File: config.mk
export PLATFORM = sky130hd
export DESIGN_NAME = regbank_wb_sched
export DESIGN_NICKNAME = d
export VERILOG_FILES = /design/src/rtl/regbank_pkg.sv /design/src/rtl/rr_arbiter.sv /design/src/rtl/regbank_wb_sched.sv
export SDC_FILE = /design/constraint.sdc
export NUM_CORES = 1
export LEC_CHECK = 0
export ABC_AREA = 0
export BUFFER_PORTS_ARGS = -buffer_cell sky130_fd_sc_hd__buf_2
export CAP_MARGIN = 15
export CORE_MARGIN = 2
export CORE_UTILIZATION = 52
export CTS_CLUSTER_DIAMETER = 60
export DETAILED_ROUTE_END_ITERATION = 6
export GPL_TIMING_DRIVEN = 0
export PLACE_DENSITY = 0.79
export RECOVER_POWER = 100
export SETUP_SLACK_MARGIN = 0.2
export SLEW_MARGIN = 20
export SYNTH_ARGS = -nofsm -noshare
export SYNTH_HDL_FRONTEND = slang
export SYNTH_SLANG_ARGS = --single-unit
File: constraint.sdc
create_clock -name clock -period 3.99 [get_ports clock]
set_input_delay 0.399 -clock clock [delete_from_list [all_inputs] [get_ports clock]]
set_output_delay 0.399 -clock clock [all_outputs]
set_load 0.05 [all_outputs]
File: src/rtl/regbank_pkg.sv
// Shared register-bank definitions: register count, address width and the
// hardwired zero register used by the writeback scheduler.
package regbank_pkg;

    localparam int NREG   = 32;
    localparam int REG_AW = 5;

    typedef logic [REG_AW-1:0] reg_addr_t;

    localparam reg_addr_t REG_ZERO = 5'd0;

endpackage

File: src/rtl/rr_arbiter.sv
// Round-robin arbiter: grants the first requester at or after ptr (wrapping)
// and reports the pointer value that follows that grant.
module rr_arbiter #(
    parameter int N  = 3,
    parameter int PW = (N > 1) ? $clog2(N) : 1
) (
    input  logic [N-1:0]  req,
    input  logic [PW-1:0] ptr,
    output logic [N-1:0]  grant,
    output logic [PW-1:0] next_ptr
);

    logic [PW-1:0] idx_s;
    logic          found_s;

    // Scan requesters starting at ptr; the first active one wins.
    always_comb begin
        grant    = '0;
        next_ptr = ptr;
        found_s  = 1'b0;
        idx_s    = '0;
        for (int i = 0; i < N; i++) begin
            idx_s = PW'((int'(ptr) + i) % N);
            if (!found_s && req[idx_s]) begin
                grant[idx_s] = 1'b1;
                next_ptr     = PW'((int'(idx_s) + 1) % N);
                found_s      = 1'b1;
            end else begin
                found_s = found_s;
            end
        end
    end

endmodule

File: src/rtl/regbank_wb_sched.sv
// Register-bank write-port scheduler: arbitrates writeback sources onto the
// single write port and keeps a busy scoreboard for RAW/WAW hazard detection.
module regbank_wb_sched #(
    parameter int NREQ = 3,
    parameter int XLEN = 32,
    parameter int NREG = regbank_pkg::NREG
) (
    input  logic                                     clock,
    input  logic                                     reset,
    input  logic                                     issue_valid,
    input  regbank_pkg::reg_addr_t                   issue_rd,
    output logic                                     issue_stall,
    input  regbank_pkg::reg_addr_t                   rs1,
    input  regbank_pkg::reg_addr_t                   rs2,
    output logic                                     hazard1,
    output logic                                     hazard2,
    input  logic [NREQ-1:0]                          wb_valid,
    input  logic [NREQ-1:0][regbank_pkg::REG_AW-1:0] wb_rd,
    input  logic [NREQ-1:0][XLEN-1:0]                wb_data,
    output logic [NREQ-1:0]                          wb_ready,
    output logic                                     wreg,
    output regbank_pkg::reg_addr_t                   write_reg,
    output logic [XLEN-1:0]                          write_data,
    output logic                                     wb_err
);

    import regbank_pkg::*;

    localparam int PW = (NREQ > 1) ? $clog2(NREQ) : 1;

    logic [NREG-1:0] busy_r;
    logic [NREG-1:0] busy_nxt_s;
    logic [PW-1:0]   ptr_r;
    logic [PW-1:0]   next_ptr_s;
    logic [NREQ-1:0] grant_s;
    logic            xfer_s;
    reg_addr_t       sel_rd_s;
    logic [XLEN-1:0] sel_data_s;

    rr_arbiter #(.N(NREQ), .PW(PW)) u_arb (
        .req      (wb_valid),
        .ptr      (ptr_r),
        .grant    (grant_s),
        .next_ptr (next_ptr_s)
    );

    assign wb_ready = grant_s;
    assign xfer_s   = |grant_s;

    // Mux the granted requester's destination and data.
    always_comb begin
        sel_rd_s   = REG_ZERO;
        sel_data_s = '0;
        for (int i = 0; i < NREQ; i++) begin
            if (grant_s[i]) begin
                sel_rd_s   = wb_rd[i];
                sel_data_s = wb_data[i];
            end else begin
                sel_rd_s   = sel_rd_s;
            end
        end
    end

    // Registered busy only: a clear is never bypassed to a same-cycle issue.
    assign issue_stall = issue_valid && busy_r[issue_rd];

    // The wreg term covers the cycle where the value is still in flight to the bank.
    assign hazard1 = (rs1 != REG_ZERO) && (busy_r[rs1] || (wreg && (write_reg == rs1)));
    assign hazard2 = (rs2 != REG_ZERO) && (busy_r[rs2] || (wreg && (write_reg == rs2)));

    // Scoreboard next state: set on accepted issue, clear on accepted writeback.
    always_comb begin
        busy_nxt_s = busy_r;
        if (issue_valid && !issue_stall && (issue_rd != REG_ZERO)) begin
            busy_nxt_s[issue_rd] = 1'b1;
        end else begin
            busy_nxt_s = busy_nxt_s;
        end
        if (xfer_s && (sel_rd_s != REG_ZERO)) begin
            busy_nxt_s[sel_rd_s] = 1'b0;
        end else begin
            busy_nxt_s = busy_nxt_s;
        end
        busy_nxt_s[0] = 1'b0;
    end

    // Scoreboard and round-robin pointer state.
    always_ff @(posedge clock or negedge reset) begin
        if (!reset) begin
            busy_r <= '0;
            ptr_r  <= '0;
        end else begin
            busy_r <= busy_nxt_s;
            ptr_r  <= next_ptr_s;
        end
    end

    // Write-port output register and sticky error flag.
    always_ff @(posedge clock or negedge reset) begin
        if (!reset) begin
            wreg       <= 1'b0;
            write_reg  <= REG_ZERO;
            write_data <= '0;
            wb_err     <= 1'b0;
        end else begin
            wreg   <= xfer_s && (sel_rd_s != REG_ZERO);
            wb_err <= wb_err || (xfer_s && (sel_rd_s != REG_ZERO) && !busy_r[sel_rd_s]);
            if (xfer_s && (sel_rd_s != REG_ZERO)) begin
                write_reg  <= sel_rd_s;
                write_data <= sel_data_s;
            end else begin
                write_reg  <= write_reg;
                write_data <= write_data;
            end
        end
    end

endmodule
# After elaboration in Yosys (flattened, before gate mapping)
# Index checks and enable logic that the tools add are counted.
# W data, S select, Z words.
[word_totals]
ff_bits = 72
input_bits = 132
output_inout_bits = 45
[op_classes]
n_addsub = 5
n_div = 6
order_cmp = 12
eq_ne = 2
muxes = 40
bitwise_logic = 5
n_reduce_logical = 29
[ops]
columns = ["cell", "count"]
rows = [
  ["$mod A32 B3 Y32 const B", 5],
  ["$mux W32", 5],
  ["$and A32 B32 Y32", 1],
  ["$mod A3 B3 Y32 const B", 1],
  ["$not A32 Y32", 1],
  ["$or A32 B32 Y32", 1],
  ["$lt A5 B6 Y1 const B", 4],
  ["$bmux W1 S5", 4],
  ["$reduce_bool A5 Y1", 4],
  ["$logic_and A1 B1 Y1", 16],
  ["$mux W5", 3],
  ["$mux W1", 14],
  ["$add A2 B1 Y3 const B", 4],
  ["$demux W1 S5", 2],
  ["$eq A5 B5 Y1", 2],
  ["$ge A5 B1 Y1 const B", 2],
  ["$lt A2 B3 Y1 const B", 3],
  ["$mux W3", 3],
  ["$bmux W1 S2", 3],
  ["$demux W1 S2", 3],
  ["$ge A2 B1 Y1 const B", 3],
  ["$mux W2", 3],
  ["$or A3 B3 Y3", 2],
  ["$logic_not A1 Y1", 4],
  ["4 further kinds", 6],
]

# Logic depth before layout (Yosys ltp)
# Gate-level depths: netlist (run 1).
[logic_depth]
ltp_word = 20
ltp_mapped = 16
ltp_nobuf = 12

# Cells and area by module
# Synthesis (run 1) repeated with hierarchy kept, for this count alone.
[hier_totals]
cells_unflattened = 565
hier_area_um2 = 4953.5
[modules_own_cells]
columns = ["module", "n_inst", "cells_each", "area_each_um2", "seq_area_each_um2"]
rows = [
  ["regbank_wb_sched", 1, 531, 4680.7, 1801.7],
  ["rr_arbiter", 1, 34, 272.8, 0.0],
]

# Worst setup path after synthesis (run 1)
# OpenSTA, ideal clock, no wires.
[synth_path]
path_type = "register -> register"
startpoint = "register ptr_r[0]"
endpoint = "register wb_err"
setup_ps = 67
t_arrival_ps = 3218
required_time_ps = 3923
path_slack_ps = 705
stages_incl_launch_ff = 16
period_less_slack_ps = 3285
cell_sequence = "dfrtp_1 -> inv_1 -> ha_1 -> buf_2 -> inv_1 -> a211o_1 -> o21ai_4 -> inv_2 -> buf_6 -> nor4b_2 -> o22a_1 -> buf_2 -> mux2_2 -> o221ai_1 -> a41o_1 -> o311a_1"
[synth_between]
elab_chain_cells = 18
word_cells_on_any_way = 48
[synth_rtl]
columns = ["item", "line_no", "rtl"]
rows = [
  ["start: declaration", "regbank_wb_sched.sv:33", "logic [PW-1:0] ptr_r;"],
  ["start signal: assignment", "regbank_wb_sched.sv:94", "ptr_r <= next_ptr_s;"],
  ["$add A2 B1 Y3 or $mod A3 B3 Y32 (tied branches)", "rr_arbiter.sv:23", "idx_s = PW'((int'(ptr) + i) % N);"],
  ["$mod A32 B3 Y32, or another cell as far along", "rr_arbiter.sv:23", ""],
  ["$lt A2 B3 Y1 (not written as such), or another cell as far along", "rr_arbiter.sv:25", "grant[idx_s] = 1'b1;"],
  ["$logic_and A1 B1 Y1 (not written as such), or another cell as far along", "rr_arbiter.sv:25", ""],
  ["$mux W1 (not written as such), or another cell as far along", "rr_arbiter.sv:25", ""],
  ["$demux W1 S2, or another cell as far along", "n/a", ""],
  ["$or A3 B3 Y3 (no line) or $mux W1 (tied branches)", "n/a", ""],
  ["$mux W3 or $logic_not A1 Y1 (tied branches)", "rr_arbiter.sv:24", "if (!found_s && req[idx_s]) begin"],
  ["$or A3 B3 Y3 (no line) or $logic_and A1 B1 Y1 (tied branches)", "n/a", ""],
  ["$mux W3 (*)", "rr_arbiter.sv:24", ""],
  ["$mux W5 (3 in a row)", "regbank_wb_sched.sv:55", "if (grant_s[i]) begin"],
  ["$bmux W1 S5", "regbank_wb_sched.sv:107", "wb_err <= wb_err || (xfer_s && (sel_rd_s != REG_ZERO) && !busy_r[sel_rd_s]);"],
  ["$mux W1 (not written as such)", "regbank_wb_sched.sv:107", ""],
  ["$logic_not A1 Y1", "regbank_wb_sched.sv:107", ""],
  ["$logic_and A1 B1 Y1 (*)", "regbank_wb_sched.sv:107", ""],
  ["$logic_or A1 B1 Y1 (*)", "regbank_wb_sched.sv:107", ""],
  ["end signal: assignment", "regbank_wb_sched.sv:107", ""],
  ["end: declaration", "regbank_wb_sched.sv:24", "output logic wb_err"],
]
# Mark *: on every way between the ends. The rest lies on a longest branch, timed or not. The select of a mux whose other input is x is not followed.
# A chain may end at the register's enable or synchronous reset.

# Final worst setup path (run 1)
[layout_path]
startpoint = "register ptr_r[1]"
endpoint = "register busy_r[21]"
[layout_between]
elab_chain_cells = 20
word_cells_on_any_way = 51
[layout_rtl]
columns = ["item", "line_no", "rtl"]
rows = [
  ["$add A2 B1 Y3 or $mod A3 B3 Y32 (tied branches)", "rr_arbiter.sv:23", ""],
  ["$mod A32 B3 Y32, or another cell as far along", "rr_arbiter.sv:23", ""],
  ["$lt A2 B3 Y1 (not written as such), or another cell as far along", "rr_arbiter.sv:25", ""],
  ["$logic_and A1 B1 Y1 (not written as such), or another cell as far along", "rr_arbiter.sv:25", ""],
  ["$mux W1 (not written as such), or another cell as far along", "rr_arbiter.sv:25", ""],
  ["$demux W1 S2, or another cell as far along", "n/a", ""],
  ["$or A3 B3 Y3 (no line) or $mux W1 (tied branches)", "n/a", ""],
  ["$mux W3 or $logic_not A1 Y1 (tied branches)", "rr_arbiter.sv:24", ""],
  ["(+5 left out)", "n/a", ""],
  ["$lt A5 B6 Y1 (not written as such) or $ge A5 B1 Y1 (tied branches)", "regbank_wb_sched.sv:80", "busy_nxt_s[sel_rd_s] = 1'b0;"],
  ["$logic_and A1 B1 Y1 (not written as such)", "regbank_wb_sched.sv:80", ""],
  ["$mux W1 (not written as such)", "regbank_wb_sched.sv:80", ""],
  ["$demux W1 S5", "regbank_wb_sched.sv:80", ""],
  ["$not A32 Y32 (no line)", "n/a", ""],
  ["$and A32 B32 Y32 (no line)", "n/a", ""],
  ["$mux W32 (*)", "regbank_wb_sched.sv:79", "if (xfer_s && (sel_rd_s != REG_ZERO)) begin"],
  ["named net busy_nxt_s[21]", "regbank_wb_sched.sv:32", "logic [NREG-1:0] busy_nxt_s;"],
  ["end signal: assignment", "regbank_wb_sched.sv:93", "busy_r <= busy_nxt_s;"],
  ["end: declaration", "regbank_wb_sched.sv:31", "logic [NREG-1:0] busy_r;"],
]
# Mark *: on every way through the listed nets, which the timed path passes. The rest lies on a longest branch. The select of a mux whose other input is x is not followed.

==> impl_metrics.ini, run 1 <==
[logic_synthesis]
async_flop_share_pct = 100
yosysWarningCount = 0
synth.net_count = 750
netlist_instances = 613
ys.flop_type = dfrtp_1
postSynthRegisterBits = 72
synthesis.area_per_instance_um2 = 8.62
ys_seq_area_share_pct = 34.1
yosys.cell_types.count = 64
synth-edff-count = 0
netlist_area_um2 = 5290

[die]
fp.dieArea_um2 = 11000
die_boundary_height_um = 105
die_w_um = 105
floorplan.initialDensity_pct = 53.8
num_rows = 36
io-pin-count = 177
fp.coreArea_um2 = 9820

[grt]
grt_max_degree = 41
track_usage_pct = 32.5
number_of_antenna_violations_at_the_first_check_in_global_routing = 0
grt_first_pass_wirelength_mm = 28.0
first_global_vias = 5591
grt-ovfl-total = 0

[cells_and_area]
post-route-util_pct = 67.2
design.final.nets = 939
diodes = 0
layout.cell_area.non_filler_um2 = 6600
area_growth_from_synthesis_to_layout_pct = 24.8
post_route_cells_drive_above_1_share_pct = 28.0
largest_register_ffs = 32

[sta]
setup_viol_count_final = 0
clock_skew_ns = 0.0147
final-max-slew-violation-count = 34
rsz0062_at_grt = yes
fmax_mhz = 268
final_hold_viol_count = 0
setup_total_negative_slack_ns = 0
transition_time_at_the_pin_with_the_least_slew_margin_ns = 1.80
period_minus_slack_ns = 3.74
timing.slew.headroom_pct = -20.1
fin_worst_hold_slack_ns = 0.309
fin_crit_sh_pct = 93.7

[detailed_routing]
avgViaCountPerCell = 6.25
maxUsedRoutingLayer = met4
remaining_drc_errors = 5
drt-pass1-iter-count = 7
detailroute.via_count = 5875
drt-total-wl_mm = 18.2
drt_first_iter_violations = 790
route.met2.wl_mm = 8.71
post_drt_wl_per_cell_um = 19.4
met3RoutedLength_mm = 1.66
route.antenna.remaining_nets = 0
met1Wirelength_mm = 7.08

[clock_tree]
numCtsBuffers = 9
tritoncts_num_sinks = 72
clock_tree.htree_level_count = 3
ctsLongestPathBuffers = 2
cts.root.buffer_cell = clkbuf_8
tritoncts_clock_tree = built
clk-insertion-delay-late_ns = 0.36
clk_pin_slew_worst_paths_ns = 0.09

[critical_path]
cp.required_ns = 4.19
worst-path-buf-inv = 2
critical-path-slowest-cell = o22ai_1
crit_family = compound AO/OA/AOI/OAI gates
cp-start-kind = flip-flop
timing.rr.start = ptr_r[1]$_DFFE_PN0P_
rrSetupSlack_ns = 0.25
worst_setup_path_category = reg2reg
crit_path_start = ptr_r[1]$_DFFE_PN0P_
setup.worst_path.end_class = flip-flop
cp.arrival_ns = 3.94
critPathMaxStageDelay_ns = 0.75
cp_max_fo = 10
crit_chain = inv_1 -> ha_1 -> buf_4 -> mux2i_1 -> o21ai_1 -> a311oi_4 -> nor4b_4 -> o22ai_1 -> nand2_1 -> nor2_1 -> a2bb2oi_1

[power]
total_power_w = 0.00706
vdd_drop_max_uv = 565
leakage_nw = 2.89
power-per-cell-area_nw_per_um2 = 1070

[place]
placedInstanceArea_um2 = 6340
hpwl_after_detailed_placement_mm = 13.6
portBuffers = 173
place_congestion = 0.974

[hold_path]
hold_path.startpoint = wb_data[83]
hold_class = in2reg

[job]
timing.max_cap.violations = 1

[status]
violations_in_the_final_reports = design-rule violations, max-capacitance violations, max-slew violations
status = finished, violations left
[worst paths after layout]
check                                              to  depth (start not counted)
min reg2reg                write_data[13]$_DFFE_PN0N_                          2
max                              busy_r[21]$_DFF_PN0_                         11
max reg2reg                      busy_r[21]$_DFF_PN0_                         11
min                        write_data[19]$_DFFE_PN0N_                          3
max in group asynchronous   write_data[9]$_DFFE_PN0N_                          3
min in group asynchronous  write_data[20]$_DFFE_PN0N_                          2
[Yosys cell counts (3+ instances only)]
library cell    n  area share [%]
and3_1          4            0.47
and3b_1         3            0.50
nand2_1        94             6.7
nand3_1        39             3.7
a21oi_1       100             9.5
nand3b_1        3            0.43
o21ai_0        21             2.0
and2_1          5            0.59
xor2_1          8             1.3
buf_2          12             1.1
mux2_2          6             1.3
nor2b_1         4            0.47
a22o_1          3            0.50
inv_1          15             1.1
a2bb2oi_1      15             2.5
o21ai_1        32             3.0
o22a_1          4            0.66
nor3_1          4            0.38
dfrtp_1        72              34
a22oi_1         3            0.43
mux4_2         25              11
ha_1            5             1.2
nor2_1         31             2.2
o22ai_1         5            0.59
clkbuf_1       29             2.1
buf_1           3            0.21
nor4_1          3            0.36
o211ai_1        6            0.85
mux2i_1        12             2.3
[cell usage in the layout (no fill, tap or decap), drive strengths merged, types with 3 or more instances in the layout]
cell	Yosys	final
nand3b	3	3
nand3	39	39
mux2i	12	12
nand2	94	94
and2	5	5
and3b	3	3
inv	16	18
ha	5	5
nor3	5	5
nor2	31	31
a22o	3	3
a21oi	100	100
a2bb2oi	15	15
nor2b	4	4
dfrtp	72	72
a22oi	3	3
buf	18	139
mux4	25	25
o22ai	6	6
nor4b	4	4
and3	4	4
mux2	8	8
o211ai	8	8
o21ai	54	54
xor2	8	8
nor4	3	3
clkbuf	29	95
or2	3	3
o22a	4	4
[area by class of cell]
class                      count  area [um2]
buffer                        47         225
clock buffer                  10         138
clock inverter                 6        65.1
fill                         900        3220
inverter                      16        60.1
multi-input combinational    478        3290
sequential                    72        1800
tap                          133         166
timing repair buffer         178         847
[logic make-up after synthesis]
kind of cell               count (synthesis)  share of synthesized area, %
AOI/OAI and AO/OA                        209                          23.9
xor gates and xnor gates                  10                          1.66
adders and majority gates                  5                          1.18
buffers and inverters                     63                          5.11
DFF                                       72                          34.1
muxes                                     45                          14.8
and+or+nand+nor                          209                          19.2
[what timing repair did]
item                                    in CTS  in global routing
buffers inserted                             0                  3
pin swaps                                    1                  7
resized for setup                            6                 27
endpoints found under the setup margin      11                 72
hold buffers                                 1                  0
endpoints found under the hold margin        2                  0
[power by group]
group	internal (W)	total, W	switching [W]
sequential	0.00108	0.00142	0.000341
clock	0.000308	0.000603	0.000295
combinational	0.00162	0.00503	0.00341
[stage by stage]
step / worst slack [ns] / std cells
finish: 0.252 / 940
global route: 0.0844 / 940
CTS: 0.104 / 937
detailed placement: 0.0445 / 920
global placement: 0.0712 / 919
floorplan: 0.705 / 613
[per-layer routing]
| metal | global-route usage (%) | vias to the layer above |
|---|---|---|
| met5 | 0 | - |
| met4 | 14.6 | 0 |
| met3 | 6.36 | 88 |
| met2 | 52.9 | 374 |
| met1 | 42.1 | 2774 |
| li1 | - | 2639 |
[worst reg2reg max path, cell delays in order, from the launching register on]
cell and delay (ns):
dfrtp_1 0.40, inv_1 0.10, ha_1 0.20, buf_4 0.19, mux2i_1 0.37, o21ai_1 0.22
a311oi_4 0.53, nor4b_4 0.11, o22ai_1 0.75, nand2_1 0.21, nor2_1 0.36, a2bb2oi_1 0.15
(Power assumes the default switching activity.)
==> run 2: changes to the inputs <==
--- a/config.mk
+++ b/config.mk
@@ -9,11 +9,11 @@
 export BUFFER_PORTS_ARGS = -buffer_cell sky130_fd_sc_hd__buf_2
 export CAP_MARGIN = 15
 export CORE_MARGIN = 2
-export CORE_UTILIZATION = 52
+export CORE_UTILIZATION = 40
 export CTS_CLUSTER_DIAMETER = 60
 export DETAILED_ROUTE_END_ITERATION = 6
 export GPL_TIMING_DRIVEN = 0
-export PLACE_DENSITY = 0.79
+export PLACE_DENSITY = 0.63
 export RECOVER_POWER = 100
 export SETUP_SLACK_MARGIN = 0.2
 export SLEW_MARGIN = 20
==> impl_metrics.ini, run 2 (synthesis gave the netlist of run 1 again) <==
[sta]
final_hold_viol_count = 0
fin_crit_sh_pct = 94.4
clock_skew_ns = 0.0138
period_minus_slack_ns = 3.77
final-max-slew-violation-count = 0
setup_total_negative_slack_ns = 0
setup_viol_count_final = 0
transition_time_at_the_pin_with_the_least_slew_margin_ns = 1.36
fmax_mhz = 265
rsz0062_at_grt = yes
timing.slew.headroom_pct = 9.16
fin_worst_hold_slack_ns = 0.333

[die]
num_rows = 41
die_w_um = 119
io-pin-count = 177
die_boundary_height_um = 119
floorplan.initialDensity_pct = 41.4
fp.dieArea_um2 = 14100
fp.coreArea_um2 = 12800

[detailed_routing]
avgViaCountPerCell = 5.84
route.antenna.remaining_nets = 0
drt-total-wl_mm = 18.6
remaining_drc_errors = 0
drt_first_iter_violations = 506
drt-pass1-iter-count = 6
post_drt_wl_per_cell_um = 18.9
detailroute.via_count = 5726

[cells_and_area]
fillCellCount = 1260
largest_register_ffs = 32
post_route_cells_drive_above_1_share_pct = 27.6
layout_commonest_cell = buf_2
design.final.nets = 940
area_growth_from_synthesis_to_layout_pct = 26.9
diodes = 0
most-common-layout-cells = 137 x buf_2, 100 x a21oi_1, 94 x nand2_1

[clock_tree]
numCtsBuffers = 9
tritoncts_num_sinks = 72
clk_pin_slew_worst_paths_ns = 0.06
cts.root.buffer_cell = clkbuf_16
clk-insertion-delay-late_ns = 0.35
tritoncts_clock_tree = built
clock_tree.htree_level_count = 3
ctsLongestPathBuffers = 2

[critical_path]
cp.depth = 12
cp-start-kind = flip-flop
count_of_cells_along_the_worst_register_to_register_path = 12
timing.rr.start = ptr_r[1]$_DFFE_PN0P_
critical-path-slowest-cell = nor2_1
crit_path_start = ptr_r[1]$_DFFE_PN0P_
cp.required_ns = 4.18
worst-path-buf-inv = 4
critPathMostFrequentCell = a21oi_1
rr_endpoint = busy_r[3]$_DFF_PN0_
crit_family = compound AO/OA/AOI/OAI gates
cp_max_fo = 10
setup.worst_path.end_class = flip-flop
cp.arrival_ns = 3.95
crit_chain = inv_1 -> ha_1 -> buf_2 -> mux2_1 -> a21oi_1 -> a311oi_4 -> o311a_1 -> or2_0 -> buf_6 -> buf_4 -> nor2_1 -> a21oi_1
rrSetupSlack_ns = 0.22
worst_setup_path_category = reg2reg
critPathMaxStageDelay_ns = 0.61

[grt]
number_of_antenna_violations_at_the_first_check_in_global_routing = 0
track_usage_pct = 26.4
grt_max_degree = 56
first_global_vias = 5624
grt_first_pass_wirelength_mm = 29.8
grt-ovfl-total = 0

[power]
vdd_drop_max_uv = 578
leakage_nw = 2.93
power-per-cell-area_nw_per_um2 = 1070

[place]
place_congestion = 0.940
portBuffers = 173
hpwl_after_detailed_placement_mm = 14.0

[hold_path]
hold_ep = write_data[19]$_DFFE_PN0N_
hold_class = in2reg
hold_depth = 3
hold_path.startpoint = wb_data[83]

[status]
status = completed

[job]
timing.max_cap.violations = 0
## run 2: worst min-delay path: cells and delay by family
kind            cells  cell delay, ns
buf+inv             1            0.08
compound gates      2            0.15
## run 2: worst max-delay path by stage
stage                                      to  slack, ns
after global routing              wb_ready[0]       0.03
after floorplan              wb_err$_DFF_PN0_       0.70
final                     busy_r[3]$_DFF_PN0_       0.22
after global placement       wb_err$_DFF_PN0_       0.07
after CTS                         wb_ready[2]       0.08
after detailed placement     wb_err$_DFF_PN0_       0.02
## run 2: where the power goes
group          leakage (nW)  internal, W  total [W]  switching (W)
Combinational          1.88      0.00160    0.00496        0.00336
Clock                 0.148     0.000492   0.000836       0.000345
Sequential            0.905      0.00109    0.00140       0.000315
Total                  2.93      0.00318    0.00720        0.00402
## run 2: what timing repair did
item                                   CTS  global route
setup endpoints to repair               29            59
pin swaps                                1             2
endpoints found under the hold margin   17             0
buffers inserted                         1             3
hold buffers                             1             0
gates resized for setup                  3            20
## run 2: metrics by stage
step	setup WS, ns	cell area (um2)	std cells	power, W	utilization (%)
global route	0.0319	6710	980	0.00772	52.5
detailed placement	0.0244	6400	959	0.00629	50.1
CTS	0.0793	6730	977	0.00717	52.7
floorplan	0.705	5290	613	0.00494	-
global placement	0.0664	6370	958	0.00617	49.8
finish	0.223	6710	980	0.00720	52.5
## run 2: final cells by class
class / instances / area, um2 / area share [%]
Multi-Input combinational cell: 478 / 3250 / 48.5
Inverter: 16 / 60.1 / 0.895
Clock buffer: 9 / 225 / 3.36
Clock inverter: 7 / 80.1 / 1.19
Sequential cell: 72 / 1800 / 26.9
Timing Repair Buffer: 179 / 855 / 12.7
Tap cell: 172 / 215 / 3.21
Buffer: 47 / 219 / 3.26
## run 2: routing by layer
layer  share of wire (%)  routed length, um  vias up  GRT usage (%)
li1                    -                  -     2630              -
met1                  41               7550     2759           35.6
met2                  48               8870      297           41.6
met3                 8.7               1620       40           5.94
met4                 2.8                526        0           9.82
met5                   0                  0        -              0
==> run 3: changes to the inputs <==
--- a/config.mk
+++ b/config.mk
@@ -5,15 +5,17 @@
 export SDC_FILE = /design/constraint.sdc
 export NUM_CORES = 1
 export LEC_CHECK = 0
-export ABC_AREA = 0
+export ABC_AREA = 1
 export BUFFER_PORTS_ARGS = -buffer_cell sky130_fd_sc_hd__buf_2
 export CAP_MARGIN = 15
+export CELL_PAD_IN_SITES_DETAIL_PLACEMENT = 1
+export CELL_PAD_IN_SITES_GLOBAL_PLACEMENT = 1
 export CORE_MARGIN = 2
-export CORE_UTILIZATION = 40
+export CORE_UTILIZATION = 36
 export CTS_CLUSTER_DIAMETER = 60
 export DETAILED_ROUTE_END_ITERATION = 6
 export GPL_TIMING_DRIVEN = 0
-export PLACE_DENSITY = 0.63
+export PLACE_DENSITY = 0.78
 export RECOVER_POWER = 100
 export SETUP_SLACK_MARGIN = 0.2
 export SLEW_MARGIN = 20
==> constraint.sdc (replaced) <==
create_clock -name clock -period 3.99 [get_ports clock]
set_input_delay 1.197 -clock clock [delete_from_list [all_inputs] [get_ports clock]]
set_output_delay 1.197 -clock clock [all_outputs]
set_load 0.05 [all_outputs]
==> impl_metrics.ini, run 3 <==
[status]
status = finished, violations left
violations_in_the_final_reports = max-capacitance violations, max-slew violations

[logic_synthesis]
synth.cells.most_frequent = 186 x nand2_1, 100 x nand3_1, 95 x a21oi_1, 72 x dfrtp_1, 52 x inv_1
yosysWarningCount = 0
yosys.area.top_type_share_pct = 33.1
synth-edff-count = 0
postSynthRegisterBits = 72
netlist_instances = 780
ys.flop_type = dfrtp_1
ys_seq_area_share_pct = 33.1
yosysMostFrequentCell = nand2_1
async_flop_share_pct = 100
cells_taking_the_most_area_after_synthesis = dfrtp_1 33%, nand2_1 13%, nand3_1 9.2%, a21oi_1 8.7%, o211ai_2 4.6%
synthesis.area_per_instance_um2 = 6.99
post-synth-top-area-cell = dfrtp_1
synth.net_count = 917
netlist_area_um2 = 5450
yosys.cell_types.count = 39

[place]
hpwl_after_detailed_placement_mm = 17.5
placedInstanceArea_um2 = 6580
place_congestion = 0.870
portBuffers = 173

[critical_path]
cp.required_ns = 2.79
cp_max_fo = 10
cp-start-kind = input pin
cp.arrival_ns = 2.60
setup.worst_path.end_class = output port
worst_setup_path_category = in2out

[clock_tree]
numCtsBuffers = 9
clk-insertion-delay-late_ns = 0.35
cts_hold_repair.buffers = 0
ctsLongestPathBuffers = 2
clock_tree.htree_level_count = 3
tritoncts_clock_tree = built
clk_pin_slew_worst_paths_ns = 0.06
tritoncts_num_sinks = 72
cts.root.buffer_cell = clkbuf_16

[sta]
rsz0062_at_grt = yes
period_minus_slack_ns = 3.80
transition_time_at_the_pin_with_the_least_slew_margin_ns = 1.78
timing.slew.headroom_pct = -18.5
fin_crit_sh_pct = 95.2
setup_viol_count_final = 0
fmax_mhz = 263
final-max-slew-violation-count = 31
fin_worst_hold_slack_ns = 0.487
clock_skew_ns = 0.0125
final_hold_viol_count = 0

[grt]
number_of_antenna_violations_at_the_first_check_in_global_routing = 2
first_global_vias = 6777
grt_first_pass_wirelength_mm = 36.9
track_usage_pct = 28.8
grt-ovfl-total = 0
grt_max_degree = 44

[die]
io-pin-count = 177
floorplan.initialDensity_pct = 37.2
fp.dieArea_um2 = 16100
fp.coreArea_um2 = 14600
num_rows = 44
die_boundary_height_um = 127
die_w_um = 127

[cells_and_area]
post_route_cells_drive_above_1_share_pct = 27.6
largest_register_ffs = 32
layout.cell_area.non_filler_um2 = 7290
most-common-layout-cells = 185 x nand2_1, 130 x buf_2, 100 x nand3_1
layout_commonest_cell = nand2_1
design.final.nets = 1111
area_growth_from_synthesis_to_layout_pct = 33.7

[detailed_routing]
drt-pass1-iter-count = 4
drt-total-wl_mm = 23.3
remaining_drc_errors = 0
route.antenna.remaining_nets = 0
avgViaCountPerCell = 5.78
post_drt_wl_per_cell_um = 20.0
drt_first_iter_violations = 294
detailroute.via_count = 6723

[job]
timing.max_cap.violations = 1

[hold_path]
hold_class = reg2reg
-- run 3: per-layer routing --
metal  global-route usage, %  vias up  share of wire [%]
met2                    48.1      258                 49
met5                       0        -              0.056
met4                    11.5        2                3.2
met3                    6.07       59                6.8
li1                        -     3113                  -
met1                    36.5     3291                 41
-- run 3: through the flow --
stage                     setup TNS [ns]  setup WS, ns  instances  utilization [%]
after floorplan                        0         0.203        780                -
after global placement             -1.33        -0.283       1137             44.7
after detailed placement           -1.55        -0.317       1138             44.9
after CTS                              0         0.204       1156             48.9
after global routing                   0        0.0749       1164             49.8
final                                  0         0.193       1164             49.8
-- run 3: worst max-delay path, cell delays in order --
cell and delay, ns:
buf_2 0.13, inv_2 0.07, o21ai_2 0.05, nand2_1 0.18, inv_2 0.08, nor2_1 0.16
nand2_1 0.13, nand3_4 0.11, buf_8 0.15, buf_6 0.16, buf_8 0.16
-- run 3: repair_timing --
action / in CTS / in global routing
gates resized for setup: 77 / 57
endpoints found under the setup margin: 6 / 6
pin swaps: 4 / 11
setup buffers: 2 / 6
cloned: 0 / 1
-- run 3: path summary, 6_finish.rpt --
kind                       depth (start not counted)                    endpoint            startpoint  slack (ns)
setup reg to reg                                  18  write_data[16]$_DFFE_PN0N_  ptr_r[1]$_DFFE_PN0P_        0.69
hold / removal                                     2            wb_err$_DFF_PN0_      wb_err$_DFF_PN0_        0.49
max in group asynchronous                          2   write_data[5]$_DFFE_PN0N_                 reset        0.75
min in group asynchronous                          1  write_data[22]$_DFFE_PN0N_                 reset        1.32
setup / recovery                                  11                 wb_ready[2]           wb_valid[2]        0.19
hold reg to reg                                    2            wb_err$_DFF_PN0_      wb_err$_DFF_PN0_        0.49
-- run 3: area by class of cell --
cell class / instances / area, um2
fillers: 1947 / 7360
plain buffers: 51 / 447
diodes: 1 / 2.50
well taps: 184 / 230
flip-flops and latches: 72 / 1800
multi-input cells: 592 / 3230
clock inverters: 6 / 116
clock buffers: 10 / 229
repair buffers: 183 / 962
inverters: 65 / 264
-- run 3: cell families (layout without fill, tap and decap cells) --
| family | Yosys count | count (layout) | share of synthesized area (%) |
|---|---|---|---|
| flip-flops | 72 | 72 | 33.1 |
| buffers and inverters | 116 | 315 | 9.53 |
| other | 0 | 1 | 0 |
| AO/OA/AOI/OAI | 245 | 245 | 28.5 |
| AND/OR/NAND/NOR | 340 | 340 | 27.4 |
| XOR/XNOR | 2 | 2 | 0.321 |
| adder cells (fa/ha/maj) | 5 | 5 | 1.15 |
Power of run 3 is left out: the tool's default activity adds up to more than one toggle a clock period on the data nets, which glitch-free logic cannot reach.
